[src/rtl/y86_pkg.sv]
// Shared Y86 definitions: status codes, memory-stage FSM states, memory size.
package y86_pkg;

  localparam logic [2:0] STAT_AOK = 3'd1;
  localparam logic [2:0] STAT_HLT = 3'd2;
  localparam logic [2:0] STAT_ADR = 3'd3;
  localparam logic [2:0] STAT_INS = 3'd4;

  localparam int MEM_BYTES_DEFAULT = 32;

  typedef enum logic [1:0] {
    IDLE,
    ACCESS,
    RESP
  } mem_state_t;

endpackage

[src/rtl/mem_access_unit.sv]
// Memory-stage initiator for dataMemory: one bounds-checked load/store per
// request, exactly one memory cycle, response held until consumed.
//
//   state  | meaning
//   IDLE   | req_ready high, waiting for a request
//   ACCESS | single memory cycle, one strobe high
//   RESP   | response valid, held until resp_ready
module mem_access_unit
  import y86_pkg::*;
#(
  parameter int ADDR_W    = 64,
  parameter int DATA_W    = 64,
  parameter int MEM_BYTES = MEM_BYTES_DEFAULT
) (
  input  logic              clock,
  input  logic              reset,
  input  logic              req_valid,
  output logic              req_ready,
  input  logic              req_write,
  input  logic [ADDR_W-1:0] req_addr,
  input  logic [DATA_W-1:0] req_wdata,
  output logic              resp_valid,
  input  logic              resp_ready,
  output logic [DATA_W-1:0] resp_rdata,
  output logic [2:0]        resp_stat,
  output logic [ADDR_W-1:0] mem_address,
  output logic [DATA_W-1:0] mem_writeData,
  output logic              mem_memWrite,
  output logic              mem_memRead,
  input  logic [DATA_W-1:0] mem_readData
);

  // Highest start address whose full quadword still fits in memory.
  localparam logic [ADDR_W-1:0] LAST_LEGAL = ADDR_W'(MEM_BYTES - 8);

  mem_state_t        state_q, state_d;
  logic              req_ready_d;
  logic              resp_valid_d;
  logic [DATA_W-1:0] resp_rdata_d;
  logic [2:0]        resp_stat_d;
  logic [ADDR_W-1:0] mem_address_d;
  logic [DATA_W-1:0] mem_writeData_d;
  logic              mem_memWrite_d;
  logic              mem_memRead_d;
  logic              addr_legal;

  assign addr_legal = (req_addr <= LAST_LEGAL);

  always_comb begin
    state_d         = state_q;
    req_ready_d     = req_ready;
    resp_valid_d    = resp_valid;
    resp_rdata_d    = resp_rdata;
    resp_stat_d     = resp_stat;
    mem_address_d   = '0;
    mem_writeData_d = '0;
    mem_memWrite_d  = 1'b0;
    mem_memRead_d   = 1'b0;
    case (state_q)
      IDLE: begin
        if (req_valid && req_ready) begin
          req_ready_d = 1'b0;
          if (addr_legal) begin
            state_d         = ACCESS;
            mem_address_d   = req_addr;
            mem_memWrite_d  = req_write;
            mem_memRead_d   = !req_write;
            mem_writeData_d = req_write ? req_wdata : '0;
          end else begin
            state_d      = RESP;
            resp_valid_d = 1'b1;
            resp_rdata_d = '0;
            resp_stat_d  = STAT_ADR;
          end
        end
      end
      ACCESS: begin
        state_d      = RESP;
        resp_valid_d = 1'b1;
        resp_stat_d  = STAT_AOK;
        resp_rdata_d = mem_memRead ? mem_readData : '0;
      end
      RESP: begin
        if (resp_ready) begin
          state_d      = IDLE;
          resp_valid_d = 1'b0;
          req_ready_d  = 1'b1;
        end
      end
      default: begin
        state_d      = IDLE;
        req_ready_d  = 1'b1;
        resp_valid_d = 1'b0;
      end
    endcase
  end

  always_ff @(posedge clock or negedge reset) begin
    if (!reset) begin
      state_q       <= IDLE;
      req_ready     <= 1'b1;
      resp_valid    <= 1'b0;
      resp_rdata    <= '0;
      resp_stat     <= STAT_AOK;
      mem_address   <= '0;
      mem_writeData <= '0;
      mem_memWrite  <= 1'b0;
      mem_memRead   <= 1'b0;
    end else begin
      state_q       <= state_d;
      req_ready     <= req_ready_d;
      resp_valid    <= resp_valid_d;
      resp_rdata    <= resp_rdata_d;
      resp_stat     <= resp_stat_d;
      mem_address   <= mem_address_d;
      mem_writeData <= mem_writeData_d;
      mem_memWrite  <= mem_memWrite_d;
      mem_memRead   <= mem_memRead_d;
    end
  end

endmodule
[config.mk]
export PLATFORM = sky130hd
export DESIGN_NAME = mem_access_unit
export DESIGN_NICKNAME = d
export VERILOG_FILES = /design/src/rtl/y86_pkg.sv /design/src/rtl/mem_access_unit.sv
export SDC_FILE = /design/constraint.sdc
export NUM_CORES = 1
export LEC_CHECK = 0
export BUFFER_PORTS_ARGS = -buffer_cell sky130_fd_sc_hd__buf_2
export CAP_MARGIN = 20
export CORE_AREA = 2 2 156 158
export CTS_CLUSTER_SIZE = 8
export DETAILED_ROUTE_END_ITERATION = 8
export DIE_AREA = 0 0 158 160
export GPL_ROUTABILITY_DRIVEN = 0
export PLACE_DENSITY = 0.69
export SLEW_MARGIN = 20
export SYNTH_ARGS = -nofsm -noshare
export SYNTH_HDL_FRONTEND = slang
export SYNTH_SLANG_ARGS = --single-unit
[constraint.sdc]
create_clock -name clock -period 2.9 [get_ports clock]
set_clock_uncertainty 0.15 [all_clocks]
set_input_delay 0.29 -clock clock [delete_from_list [all_inputs] [get_ports clock]]
set_output_delay 0.29 -clock clock [all_outputs]
set_load 0.05 [all_outputs]
==> flow_summary.toml <==
[power]
clockPowerShare_pct = 32.0
leakage_nw = 6.52
p_int_mw = 4.86
ir_drop_uv = 327
switching_power_mw = 2.69
pwr-share-seq_pct = 41.2
power_mw = 7.54
swShare_pct = 35.6
p_per_area_nw_per_um2 = 598
power_frac_comb_pct = 26.8

[synthesis]
synthFlopType = "dfrtp_1"
synth.avg_cell_area_um2 = 12.4
netlist_area_um2 = 8150
seq_area_frac_synth_pct = 61.1
yosys-top-cells-area = "dfrtp_1 (61%), nor4_2 (9.5%), a2bb2oi_1 (6.9%)"
ys_ff_latch = 199
synth_edf_count = 0
yosysMostFrequentCell = "dfrtp_1"
yosysWarnings = 0
syn_inst = 656
synthTopCellsByCount = "dfrtp_1 (198), inv_1 (70), nand2_1 (69)"
yosysTopAreaCellShare_pct = 60.8
yosysTopAreaCell = "dfrtp_1"
synthArstFlopShare_pct = 100
synth_cell_types = 33

[cts]
cts_sinks = 199
cts_resized = 0
clk_latency_ns = 0.42
cts_made_buffers = 17
cts_tree = "done"
clock_path_buffers = 2
cts-root-buf = "clkbuf_16"
htree_levels = 4
path_clk_slew_ns = 0.08

[sta]
max_freq_mhz = 417
hold_viol = 0
slew_violations = 0
tightest_slew_ns = 0.715
rsz0062_at_grt = "false"
hold_slack_ns = 0.0836
fin_crit_sh_pct = 82.7
setup_viol = 0
setup_tns_ns = 0
maxSlewHeadroom_pct = 52.4
fin_crit_ns = 2.40

[drt]
routed_wl_mm = 25.5
wl_per_cell_um = 16.4
num_vias = 7318
drc = 0
drt_iter0_markers = 614
drt_first_pass_iters = 6
ant_nets = 0
routed_via_density = 4.70

[global_routing]
antenna_found_initial = 1
grt-ovfl-total = 0
grt_max_degree = 68
grt_pass1_wl_mm = 39.3
grt_use_total_pct = 19.8
grt_pass1_vias = 7513

[floorplanning]
rows = 57
start_util_pct = 34.2
io_pins = 396
placeableCoreArea_um2 = 23800
die-area_um2 = 25300
die_h_um = 160
die_width_um = 158

[worst_setup_path]
cp-start-kind = "input port"
crit_path_end_kind = "flop"
path_max_fanout = 54
required_ns = 3.06
critical_path_arrival_ns = 2.56
critPathKind = "in -> reg"

[cells_and_area]
fin_nets = 1416
drive_gt1_share_pct = 41.9
area_delta_synth_final_pct = 54.7

[outcome]
status = "finished clean"

[place]
post-dp-hpwl_mm = 16.8
portBuffers = 393

[min_path]
hold_class = "in -> reg"

[flow_run]
maxCapViolCount = 0
[cell families after synthesis]
| group | after synthesis | share of synthesized area [%] |
|---|---|---|
| other | 2 | 0.0921 |
| AND/OR/NAND/NOR | 187 | 17.5 |
| flip-flops | 199 | 61.1 |
| buffers and inverters | 131 | 7.77 |
| AO/OA/AOI/OAI | 137 | 13.6 |
[repair_timing]
item                      in CTS  in global routing
hold endpoints to repair     196                  0
buffers inserted               0                  0
hold buffers                 136                  0
[layout make-up]
class / count / area (µm²)
Fill cell: 2110 / 11200
Sequential cell: 199 / 4980
Timing Repair Buffer: 546 / 3540
Multi-Input combinational cell: 385 / 2800
Clock buffer: 18 / 429
Tap cell: 324 / 405
Inverter: 70 / 263
Clock inverter: 14 / 185
Antenna cell: 1 / 2.50
[layout by cell type, fill, tap and decap left out, types with 2 or more instances in the layout]
master and n:
nor4_4 3, inv_12 2, buf_4 11, clkinv_8 6
nand3_1 2, buf_2 392, inv_1 70, o31a_1 3
nor3_1 4, inv_6 3, a21oi_1 2, nor2_1 4
nor4_1 25, dlygate4sd3_1 136, o31ai_1 64, nor4_2 62
clkbuf_16 17, nand2_1 67, dfrtp_1 198, buf_12 6
clkinv_4 2, or4_1 2, conb_1 61, nor2_4 2
nand4_1 3, a2bb2oi_1 64, nand2b_1 2
[metrics by stage]
step	setup slack, ns	instances	area [µm²]	utilization (%)
4_1_cts	0.491	1556	12600	52.9
5_1_grt	0.421	1557	12600	52.9
3_3_place_gp	0.431	1388	10600	44.6
3_5_place_dp	0.313	1388	10600	44.6
2_1_floorplan	0.836	715	8370	-
6_report	0.502	1557	12600	52.9
[registers in the layout, summed over array words and instances (netlist names)]
signal	cells
mem_address	64
mem_memRead	1
mem_memWrite	1
mem_writeData	64
req_ready	1
resp_rdata	64
resp_stat	1
resp_valid	1
state_q	2
[worst paths after layout]
path,start,to,slack (ns),cells after the start
setup / recovery,req_addr[0],mem_writeData[63]$_DFF_PN0_,0.50,6
hold / removal,req_valid,req_ready$_DFFE_PN1P_,0.08,4
setup reg to reg,req_ready$_DFFE_PN1P_,mem_writeData[11]$_DFF_PN0_,0.87,5
hold reg to reg,resp_stat[1]$_DFFE_PN0P_,resp_stat[1]$_DFFE_PN0P_,0.39,1
max in group asynchronous,reset,mem_address[28]$_DFF_PN0_,1.47,3
min in group asynchronous,reset,resp_rdata[51]$_DFFE_PN0P_,0.28,2
[power groups by stage]
stage	combinational, mW	clock (mW)	sequential, mW
after floorplan	0.554	0	3.90
after global placement	1.86	0	3.15
after detailed placement	1.87	0	3.16
after CTS	2.02	2.48	3.10
after global routing	2.15	2.59	3.13
final	2.03	2.41	3.10
[critical path, cell delays in order]
cell	delay [ns]
dlygate4sd3_1	0.55
buf_2	0.13
o311ai_1	0.31
or4b_4	0.67
buf_12	0.28
nor4_1	0.30
[per-layer routing]
layer | vias to the layer above | wire length, µm | track usage [%]
li1 | 3414 | - | -
met1 | 3558 | 9780 | 22.7
met2 | 306 | 12900 | 34.5
met3 | 40 | 2330 | 7.22
met4 | 0 | 522 | 5.73
met5 | - | 0 | 0
Note: power is estimated with default switching activity, not from simulation.
